File: config.mk
export PLATFORM = sky130hd
export DESIGN_NAME = cd2
export DESIGN_NICKNAME = d
export VERILOG_FILES = /design/src/rtl/cd2_pkg.sv /design/src/rtl/cd2_sync.sv /design/src/rtl/cd2.sv
export SDC_FILE = /design/constraint.sdc
export NUM_CORES = 1
export LEC_CHECK = 0
export CORE_UTILIZATION = 51
export CTS_CLUSTER_DIAMETER = 50
export DETAILED_ROUTE_END_ITERATION = 8
export PLACE_DENSITY = 0.76
export SLEW_MARGIN = 20
export SYNTH_ARGS = -nofsm -noshare
export SYNTH_HDL_FRONTEND = slang
export SYNTH_SLANG_ARGS = --single-unit
export TNS_END_PERCENT = 20
File: constraint.sdc
create_clock -name clk1 -period 1.6 [get_ports clk1]
set_input_delay 0.32 -clock clk1 [delete_from_list [all_inputs] [get_ports clk1]]
set_output_delay 0.32 -clock clk1 [all_outputs]
set_load 0.02 [all_outputs]
File: src/rtl/cd2_pkg.sv
// cd2_pkg -- shared constants for the cd2 low-pulse width meter.
//   CNT_W_DEF       default width of the measurement counter / value output
//   SYNC_STAGES_DEF default depth of the input synchronizer
//   CNT_MAX         largest count representable at the default width
package cd2_pkg;
    localparam int CNT_W_DEF       = 12;
    localparam int SYNC_STAGES_DEF = 2;
    localparam int CNT_MAX         = (1 << CNT_W_DEF) - 1;
endpackage

File: src/rtl/cd2_sync.sv
// cd2_sync -- multi-flop synchronizer for one asynchronous level.
// All flops reset to 1 so an input already low at reset release is seen as
// a fresh falling edge downstream.
//   clk  : clock
//   rst  : synchronous active-high reset
//   d    : asynchronous input
//   q    : synchronized output (last flop of the chain)
module cd2_sync
    import cd2_pkg::*;
#(
    parameter int STAGES = SYNC_STAGES_DEF
) (
    input  logic clk,
    input  logic rst,
    input  logic d,
    output logic q
);

    logic [STAGES-1:0] sync_q;

    always_ff @(posedge clk) begin
        if (rst) begin
            sync_q <= '1;
        end else begin
            sync_q <= {sync_q[STAGES-2:0], d};
        end
    end

    assign q = sync_q[STAGES-1];

endmodule

File: src/rtl/cd2.sv
// cd2 -- measures the width of low pulses on an asynchronous input A, in
// clk1 cycles, and presents each result with a one-cycle valid strobe.
//   clk1  : sole clock, rising edge
//   rst   : synchronous active-high reset (dominates everything)
//   A     : asynchronous level input
//   value : last measured low-pulse width (held between strobes)
//   valid : one-cycle strobe marking a new value
// Build option: define CD2_SAT_EN to make the counter saturate at its
// maximum instead of wrapping modulo 2^CNT_W.
module cd2
    import cd2_pkg::*;
#(
    parameter int SYNC_STAGES = SYNC_STAGES_DEF,
    parameter int CNT_W       = CNT_W_DEF
) (
    input  logic             clk1,
    input  logic             rst,
    input  logic             A,
    output logic [CNT_W-1:0] value,
    output logic             valid
);

    localparam logic [CNT_W-1:0] CNT_ONE = CNT_W'(1);
    localparam logic [CNT_W-1:0] CNT_TOP = {CNT_W{1'b1}};

    logic             a_s;
    logic             a_p;
    logic             fall;
    logic             rise;
    logic [CNT_W-1:0] cnt;

    function automatic logic [CNT_W-1:0] cnt_next(input logic [CNT_W-1:0] c);
`ifdef CD2_SAT_EN
        cnt_next = (c == CNT_TOP) ? c : c + CNT_ONE;
`else
        cnt_next = c + CNT_ONE;
`endif
    endfunction

    cd2_sync #(
        .STAGES (SYNC_STAGES)
    ) u_sync (
        .clk (clk1),
        .rst (rst),
        .d   (A),
        .q   (a_s)
    );

    assign fall = ~a_s &  a_p;
    assign rise =  a_s & ~a_p;

    // Edge detect, counter and output registers
    always_ff @(posedge clk1) begin
        if (rst) begin
            a_p   <= 1'b1;
            cnt   <= '0;
            value <= '0;
            valid <= 1'b0;
        end else begin
            a_p   <= a_s;
            valid <= rise;
            if (rise) begin
                value <= cnt;
            end
            if (fall) begin
                cnt <= CNT_ONE;
            end else if (!a_s) begin
                cnt <= cnt_next(cnt);
            end
        end
    end

endmodule

==> results summary, run 1 <==
The static leakage came out at 0.580 nW. The worst hold path class is flip-flop to flip-flop. In this run, post-CTS hold repair placed 0 buffers. The max-slew violation count is 0. The final weighted congestion of routability-driven global placement came out at 0.794.

The critical path endpoint category is a flip-flop. The initial core utilization came out at 55.2%. The instance count of the mapped netlist is 123. The setup skew after layout came out at 3.78 ps. The final critical-path required period came out at 1480 ps.

The mean post-synth cell area is 8.90 um2. Entering global routing, the biggest net connects 16 pins. For this block, the routed nets add up to 2.01 mm of wire.

The count of TritonRoute iterations in the first routing pass is 4. The detailed placer's ending HPWL came out at 1.52 mm. The detailed router finished its first iteration with 19 violations. The slew at the pin closest to its max-slew limit is 449 ps.

The final-report hold violation count was 0. The final critical path takes up 92.3% of the cycle. TritonCTS built the clock tree. Summing every instance area after synthesis gives 1090 um2. The total die area came out at 2340 um2.

The detailed-route DRC error count came out at 0. Counting cells, the worst reg-to-reg path comes to 4. Setup total negative slack on the finished layout was measured at 0 ps. The worst slack on hold paths came out at 428 ps. The number of nets in the layout came out at 146. The total congestion overflow came out at 0. The instance count along the most critical hold path came out at 1.

The via count of the first global-routing pass came out at 873. The core region is 1980 um2. The filler cell count is 186. The synthesized design contains 28 register bits. In this run the power density over the cells is 823 nW/um2.

The total clock buffers created by CTS is 3. The largest fanout on the critical path came out at 5. The post-synthesis cell type count came out at 29.

The peak supply drop came out at 0.651 mV. The total global-route track usage came out at 19.1%. Summing internal, switching and leakage power gives 1.08 mW.

The clock sink count came out at 28. The number of inserted diodes came out at 0. The count of warnings emitted by yosys came out at 0.

Counting tap cells, the placed design contains a total of 164 instances. The maximum clock path buffer count is 2. The register area share after synthesis came out at 51.2%. The total number of H-tree levels is 1.

The total of endpoints with negative setup slack in the final report is 0. The share of flip-flops with an asynchronous set or reset after synthesis came out at 0%. The ratio of cells with drive above 1 in the final layout came out at 10.6%. The floorplan die width came out at 48.3 um. The clock-pin transition on the worst setup and hold timing paths came out at 140 ps. In this run the clock root is driven by a sky130_fd_sc_hd__clkbuf_4. The layout-stage area growth over the synthesis result is 20.3%. Setup repair after global routing left no endpoint under its margin. STA classifies the critical path startpoint as a flip-flop.

16 I/O pins were placed. The number of flops mapped to enable cells by yosys came out at 0. The ratio of routed vias to standard cells is 5.40. Static timing analysis puts the maximum clock frequency at 677 MHz. During placement, the flow inserted port buffers numbering 15. The die boundary height is 48.3 um.

The insertion delay to the later sink of the worst-skew pair came out at 320 ps. The relative max-transition margin came out at 70.0%. The most used flip-flop cell after synthesis is sky130_fd_sc_hd__dfxtp_1. The critical path data required time came out at 1870 ps.

The reported max-cap violation count is 0. The number of nets produced by synthesis is 127. The first global-routing pass estimated 3.55 mm of wire. The run finished with clean final reports. The number of standard-cell rows in the floorplan came out at 16. In the final routed layout, each cell accounts on average for 11.9 um. The critical path class is flip-flop to flip-flop. The routed layout has 907 vias. The filler-free cell count of the finished design is 168.

The number of antenna violations at the first check in global routing is 0. The remaining antenna violation count is 0. The worst path arrival time came out at 1740 ps.
-- cells in the mapped netlist, types with 2 or more instances --
master,number,share of area [%]
sky130_fd_sc_hd__mux2i_1,2,1.8
sky130_fd_sc_hd__nor2_1,5,1.7
sky130_fd_sc_hd__or4_1,3,2.1
sky130_fd_sc_hd__or2_2,2,1.1
sky130_fd_sc_hd__o21ai_0,4,1.8
sky130_fd_sc_hd__clkbuf_1,3,1.0
sky130_fd_sc_hd__nand2_1,28,9.6
sky130_fd_sc_hd__nand4b_1,2,1.6
sky130_fd_sc_hd__inv_1,4,1.4
sky130_fd_sc_hd__a21oi_1,18,8.2
sky130_fd_sc_hd__or3_1,2,1.1
sky130_fd_sc_hd__xor2_1,2,1.6
sky130_fd_sc_hd__dfxtp_1,28,51
sky130_fd_sc_hd__buf_2,2,0.91
sky130_fd_sc_hd__nor2b_1,2,1.1
sky130_fd_sc_hd__o31ai_1,3,2.1
-- cell usage in the layout (no fill, tap or decap), drive strengths merged, types with 2 or more instances in the layout --
cell / count
nor2b: 2
a21oi: 18
xor2: 2
clkdlybuf4s50: 2
clkbuf: 4
dlygate4sd2: 11
o31ai: 3
nand2: 28
dfxtp: 28
nand4b: 3
dlymetal6s2s: 2
or2: 2
buf: 4
nor2: 5
inv: 4
o21ai: 5
or4: 3
mux2i: 2
or3: 3
-- area by class of cell --
| cell class | instances | area [um2] | share of cell area, % |
|---|---|---|---|
| tap | 27 | 33.8 | 2.56 |
| sequential | 28 | 563 | 42.7 |
| multi-input combinational | 86 | 498 | 37.8 |
| inverter | 4 | 15.0 | 1.14 |
| clock buffer | 4 | 36.3 | 2.75 |
| timing repair buffer | 19 | 171 | 13.0 |
-- cell families (layout without fill, tap and decap cells) --
group | after synthesis | count (layout) | share of synthesized area, %
and+or+nand+nor | 51 | 51 | 25.5
AOI/OAI and AO/OA | 29 | 29 | 14.6
DFF | 28 | 28 | 51.2
buffers and inverters | 9 | 27 | 3.31
xor gates and xnor gates | 3 | 3 | 2.40
muxes | 2 | 2 | 1.83
adders and majority gates | 1 | 1 | 1.14
-- worst paths after layout --
check,start,to,slack [ps]
worst max-delay path,cnt[0],cnt[8],120
worst min-delay path,u_sync.sync_q[0],u_sync.sync_q[1],430
worst max register to register,cnt[0],cnt[8],120
worst min register to register,u_sync.sync_q[0],u_sync.sync_q[1],430
-- power breakdown --
group          total [mW]  switching, mW  internal (mW)
logic              0.0390         0.0215         0.0176
registers           0.710        0.00663          0.703
clock network       0.335          0.196          0.139
total                1.08          0.224          0.860
-- through the flow --
stage                     cell area (um2)  setup slack, ps  util (%)
final                                1320              123      66.5
after global routing                 1320             45.6      66.5
after CTS                            1310             3.67      66.1
after detailed placement             1290             85.9      65.0
after global placement               1290              158      65.0
after floorplan                      1090              206         -
-- timing repair --
item	4_1_cts	5_1_grt
resized for setup	11	4
setup buffers	0	0
endpoints found under the setup margin	11	3
-- flip-flops by register name, summed over array words and instances (netlist names) --
name	cells
value	12
a_p	1
u_sync.sync_q	2
cnt	12
valid	1
-- per-layer routing --
| layer | global-route usage [%] | wire length [um] | share of wire, % | vias to the layer above |
|---|---|---|---|---|
| li1 | - | - | - | 461 |
| met1 | 20.8 | 862 | 43 | 432 |
| met2 | 36.6 | 1080 | 54 | 14 |
| met3 | 3.77 | 65 | 3.2 | 0 |
| met4 | 5.88 | 0 | 0 | 0 |
| met5 | 0 | 0 | 0 | - |
-- worst max-delay path, cell delays in order (launching register included) --
cell and delay (ps):
sky130_fd_sc_hd__dfxtp_2 420, sky130_fd_sc_hd__ha_1 220, sky130_fd_sc_hd__nand3b_1 150, sky130_fd_sc_hd__or4_1 490, sky130_fd_sc_hd__a21oi_1 140
Note: power is estimated with default switching activity, not from simulation.
==> run 2, diff against run 1 <==
Clock period 1.6 ns to 1.4 ns, I/O delays scaled along.
==> results summary, run 2 (same netlist as run 1, synthesis figures left out) <==
The flow ran to the end, and the final reports show no timing, DRC or antenna violations. The startpoint kind of the worst setup timing path is a flip-flop. The static leakage came out at 0.605 nW (+4.4%). The total die area is 2340 um2 (unchanged).

The floorplan die width is 48.3 um (unchanged). The total congestion overflow came out at 0 (unchanged). The insertion delay to the later sink of the worst-skew pair came out at 320 ps (about the same). The worst path arrival time was 1640 ps (-100 ps). The slew at the pin closest to its max-slew limit came out at 470 ps (+20.1 ps).

The maximum clock path buffer count is 2 (unchanged). The number of top-level pins came out at 16 (unchanged). The remaining antenna violation count is 0 (unchanged). The reported max-cap violation count was 0 (unchanged).

The maximum clock frequency came out at 730 MHz (+7.9%). The detailed-route via count was 943 (+4.0%). The area of placed instances came to 1360 um2 (+5.2%). The ratio of routed vias to standard cells is 5.33 (-1.3%). The total global-route track usage is 19.8% (+0.72 points). The total clock buffers created by CTS came out at 3 (unchanged). The clock-pin transition on the worst setup and hold timing paths came out at 150 ps (about the same).

The area inside the core boundary is 1980 um2 (unchanged). The total negative setup slack is 0 ps (unchanged). The detailed placer's ending HPWL came out at 1.58 mm (+4.1%). The tree is rooted in a sky130_fd_sc_hd__clkbuf_4. The number of antenna violations at the first check in global routing came out at 0 (unchanged). The number of inserted diodes came to 0 (unchanged).

The final weighted congestion of routability-driven global placement is 0.781 (-1.6%). The total number of H-tree levels is 1 (unchanged). The areal power density over the cells was 975 nW/um2 (+19%).

The first-pass GRT wire length is 3.67 mm (+3.5%). The final instance area came out at 1420 um2 (+7.9%). In the layout the commonest cells are sky130_fd_sc_hd__nand2_1 (28), sky130_fd_sc_hd__dfxtp_1 (23), sky130_fd_sc_hd__a21oi_1 (18). The die boundary height is 48.3 um (unchanged). The ratio of cells with drive above 1 in the final layout is 19.3% (+8.7 points). The starting DRC count in detailed routing came out at 22 (+3).

The relative max-transition margin came to 68.7% (-1.3 points). For this design, the slowest cell found on the critical path is sky130_fd_sc_hd__or4_1. The number of nets in the layout came out at 155 (+6.2%). The final-report hold violation count came out at 0 (unchanged). The max-slew violation count came out at 0 (unchanged).

The signal on the critical path passes through ha_4 -> nand3b_1 -> or4_1 -> a21oi_1. The peak supply drop was 0.635 mV (-2.4%). The count of TritonRoute iterations in the first routing pass came to 4 (unchanged).

The filler cell count came out at 158 (-15%). The number of hold-repair buffers added at the cts stage came out at 0 (unchanged). Leaving out fill and tap cells, the most frequent cell in the layout is sky130_fd_sc_hd__nand2_1. The area of the multi-input gates was 517 um2 (+3.8%). The ratio of final minimum period to clock period came out at 97.8% (+5.5 points). The total of buffers placed on input and output ports is 15 (unchanged). The final critical-path required period came out at 1370 ps (-108 ps). The layout-stage area growth over the synthesis result came out at 29.8%. The total of endpoints with negative setup slack in the final report is 0 (unchanged). The largest registers in the layout are cnt x12, value x12, u_sync.sync_q x2. The path class of the tightest hold or removal check is flip-flop to flip-flop. The register area is 572 um2 (+1.6%). The wire length after detailed routing was 2.22 mm (+11%). The detailed-route DRC error count is 0 (unchanged).

The number of standard-cell rows in the floorplan is 16 (unchanged). The final routed wire length divided by cell count came out at 12.5 um (+4.9%). The critical path data required time was 1670 ps (-200 ps). The clock sink count came out at 28 (unchanged). The largest fanout on the critical path came to 4 (-1).

The setup skew after layout came to 6.92 ps (+3.14 ps). The stage delay of the slowest cell on the critical path was 480 ps (about the same). The via count of the first global-routing pass came out at 878 (+0.57%). The initial core utilization was 55.2% (unchanged). The maximum number of pins on one net before global-route repair is 17 (+1). Setup repair after global routing could not meet its margin everywhere. The setup path with the least slack is of type flip-flop to flip-flop. The TritonCTS clock tree is done.

The critical path endpoint category is a flip-flop.
run 2: changes by cell type in the layout (fill, tap and decap cells not counted):
cell,delta
sky130_fd_sc_hd__ha_1,-1
sky130_fd_sc_hd__dfxtp_2,+1
sky130_fd_sc_hd__buf_4,+9
sky130_fd_sc_hd__bufinv_16,+1
sky130_fd_sc_hd__dlymetal6s2s_1,-2
sky130_fd_sc_hd__dlygate4sd2_1,+2
sky130_fd_sc_hd__ha_4,+1
sky130_fd_sc_hd__nor4_1,-1
sky130_fd_sc_hd__nor4_2,+1
sky130_fd_sc_hd__clkbuf_8,-1
sky130_fd_sc_hd__dfxtp_4,+2
sky130_fd_sc_hd__dfxtp_1,-3
run 2: worst max-delay path: cells and delay by family, from the launching register on:
kind	cells	cell delay, ps
simple gates	2	620
flops	1	400
fa+ha+maj	1	160
compound gates	1	150
run 2: layout make-up:
| cell class | count | area share, % |
|---|---|---|
| tap | 27 | 2.38 |
| multi-input combinational | 86 | 36.4 |
| sequential | 28 | 40.2 |
| clock buffer | 3 | 1.58 |
| timing repair buffer | 28 | 16.3 |
| inverter | 4 | 1.06 |
| clock inverter | 1 | 2.11 |
run 2: repair_timing:
item,4_1_cts,5_1_grt
gates resized for setup,18,5
pin swaps,1,1
endpoints found under the hold margin,0,0
endpoints found under the setup margin,15,3
buffers inserted,0,0
run 2: power breakdown:
group	switching (mW)	internal, mW	leakage (nW)
sequential	0.00614	0.801	0.228
combinational	0.0293	0.0278	0.349
clock	0.233	0.289	0.0279
total	0.268	1.12	0.605
run 2: per-stage QoR:
step | setup slack (ps) | hold slack [ps] | power (mW) | cells | utilization [%]
floorplan | 6.32 | 384 | 0.855 | 123 | -
global placement | -3.58 | 395 | 0.881 | 173 | 68.4
detailed placement | -56.3 | 401 | 0.882 | 173 | 68.4
CTS | 14.0 | 438 | 1.40 | 177 | 71.0
global route | -11.7 | 471 | 1.44 | 177 | 71.7
finish | 30.4 | 440 | 1.39 | 177 | 71.7
run 2: path summary, 6_finish.rpt:
| path | startpoint | to | slack [ps] | cells past startpoint |
|---|---|---|---|---|
| max | cnt[0] | cnt[8] | 30 | 4 |
| min | u_sync.sync_q[0] | u_sync.sync_q[1] | 440 | 1 |
| max reg2reg | cnt[0] | cnt[8] | 30 | 4 |
| min reg2reg | u_sync.sync_q[0] | u_sync.sync_q[1] | 440 | 1 |
run 2: per-layer routing:
layer / up-vias / track usage, % / share of wire [%]
met5: - / 0 / 0
li1: 481 / - / -
met4: 0 / 5.88 / 0.45
met1: 443 / 23.0 / 44
met2: 17 / 37.3 / 52
met3: 2 / 2.83 / 3.1
==> run 3, diff against run 2 <==
Settings changed: TNS_END_PERCENT 20 to default.
==> results summary, run 3 (same netlist as run 1, synthesis figures left out) <==
The flow ran to the end, and the final reports show no timing, DRC or antenna violations. STA classifies the critical path startpoint as a flip-flop. The number of top-level pins was 16 (unchanged). The insertion delay to the later sink of the worst-skew pair came out at 330 ps (about the same). The total of endpoints with negative setup slack in the final report came out at 0 (unchanged). The maximum clock path buffer count was 2 (unchanged). Setup repair after global routing left no endpoint under its margin. The number of inserted diodes came out at 0 (unchanged).

The total clock buffers created by CTS is 3 (unchanged). The setup skew after layout is 9.68 ps (+2.76 ps). TritonCTS built the clock tree. The peak supply drop is 0.641 mV (+0.85%). The critical path data required time was 1670 ps (about the same).

The total die area came out at 2340 um2 (unchanged). The cell count after placement came out at 173 (unchanged). The clock sink count is 28 (unchanged).

The static leakage came out at 0.610 nW (+0.77%). The most common cell after layout, fill and taps aside is sky130_fd_sc_hd__nand2_1. The total of buffers placed on input and output ports is 15 (unchanged). The clock-pin transition on the worst setup and hold timing paths came out at 150 ps (about the same). The count of TritonRoute iterations in the first routing pass came to 4 (unchanged).

The library cells used most frequently in the layout, excluding fill and tap cells, are sky130_fd_sc_hd__nand2_1 (28), sky130_fd_sc_hd__dfxtp_1 (22), sky130_fd_sc_hd__a21oi_1 (18). The filler-free cell count of the finished design came to 178 (+0.56%). The detailed placer's ending HPWL came out at 1.58 mm (unchanged).

The reported max-cap violation count came out at 0 (unchanged). The register-to-register path setup slack is 40 ps (about the same). The number of hold-repair buffers added at the cts stage came out at 0 (unchanged). The worst path arrival time is 1630 ps (about the same).

The worst setup path is of the flip-flop to flip-flop kind. The library cell contributing the largest single delay on the critical path is sky130_fd_sc_hd__or4_1. The final critical-path required period came out at 1360 ps (-11.5 ps). The ratio of cells with drive above 1 in the final layout is 20.5% (+1.2 points). The areal power density over the cells came out at 971 nW/um2 (-0.44%).

The stage delay of the slowest cell on the critical path is 480 ps (about the same). The largest fanout on the critical path came out at 4 (unchanged). The maximum clock frequency came to 736 MHz (+0.85%). The maximum number of pins on one net before global-route repair was 17 (unchanged). The number of nets in the layout came to 156 (+0.65%).

Walking the worst path, the cells encountered are ha_4 -> nand3b_1 -> or4_1 -> a21oi_1. The remaining antenna violation count is 0 (unchanged). The area inside the core boundary came out at 1980 um2 (unchanged). The wire length after detailed routing is 2.23 mm (+0.50%). The max-slew violation count came out at 0 (unchanged).

The number of standard-cell rows in the floorplan came out at 16 (unchanged). The initial core utilization was 55.2% (unchanged). The floorplan die width was 48.3 um (unchanged).

The total number of H-tree levels came out at 1 (unchanged). The die boundary height came out at 48.3 um (unchanged). Clock tree synthesis selected as its root buffer the cell sky130_fd_sc_hd__clkbuf_4. The filler cell count came to 158 (unchanged). The worst setup path is captured at a flip-flop. The final-report hold violation count is 0 (unchanged). The ratio of final minimum period to clock period came out at 97.0% (-0.82 points). Relative to the synthesized area, the layout overhead comes to 30.6%.

The slew at the pin closest to its max-slew limit came out at 462 ps (-7.92 ps). The final weighted congestion of routability-driven global placement is 0.781 (unchanged). The total congestion overflow was 0 (unchanged). The total global-route track usage is 19.8% (unchanged).

The relative max-transition margin is 69.2% (+0.53 points). The final routed wire length divided by cell count is 12.5 um (about the same). The via count of the first global-routing pass came to 878 (unchanged). The detailed-route via count is 960 (+1.8%). The number of antenna violations at the first check in global routing is 0 (unchanged). The worst slack on hold paths came to 441 ps (+0.922 ps). The starting DRC count in detailed routing is 24 (+9.1%). The first-pass GRT wire length is 3.67 mm (unchanged).

In the final layout, the registers with the most flip-flops are cnt x12, value x12, u_sync.sync_q x2. The worst hold path belongs to the class flip-flop to flip-flop. The detailed-route DRC error count is 0 (unchanged). The ratio of routed vias to standard cells came out at 5.39 (+1.2%).
[run 3: report_power, final]
part	total [mW]	switching, mW	leakage, nW	internal (mW)
Combinational	0.0574	0.0296	0.353	0.0278
Clock	0.524	0.235	0.0279	0.290
Sequential	0.807	0.00616	0.229	0.801
Total	1.39	0.271	0.610	1.12
[run 3: what timing repair did]
item	in CTS	in global routing
resized for setup	18	6
setup endpoints to repair	15	3
buffers inserted	0	1
pin swaps	1	0
[run 3: worst max-delay path, delay by kind of cell, from the launching register on]
kind	cells	cell delay, ps
AOI/OAI and AO/OA	1	170
adders and majority gates	1	150
DFF	1	400
and+or+nand+nor	2	590
[run 3: worst paths after layout]
path         cells past startpoint             start          endpoint
min                              1  u_sync.sync_q[0]  u_sync.sync_q[1]
max reg2reg                      4            cnt[0]            cnt[8]
min reg2reg                      1  u_sync.sync_q[0]  u_sync.sync_q[1]
max                              4            cnt[0]            cnt[8]
[run 3: final cells by class]
type,count,area (um2),area share (%)
inverter,4,15.0,1.05
timing repair buffer,29,239,16.7
sequential,28,573,40.1
clock buffer,3,22.5,1.57
clock inverter,1,30.0,2.10
multi-input combinational,86,517,36.1
tap,27,33.8,2.36
[run 3: per-stage QoR]
stage	cell area (um2)	TNS (ps)	power, mW	setup slack (ps)	utilization (%)
5_1_grt	1430	0	1.44	4.46	72.2
3_3_place_gp	1360	-3.58	0.881	-3.58	68.4
3_5_place_dp	1360	-56.3	0.882	-56.3	68.4
6_report	1430	0	1.39	41.9	72.2
4_1_cts	1410	0	1.40	14.0	71.0
2_1_floorplan	1090	0	0.855	6.32	-
[run 3: routing by layer]
metal	track usage (%)	vias up	wire length, um
li1	-	485	-
met1	23.0	453	987
met2	37.3	20	1150
met3	2.83	2	82
met4	5.88	0	10
met5	0	-	0
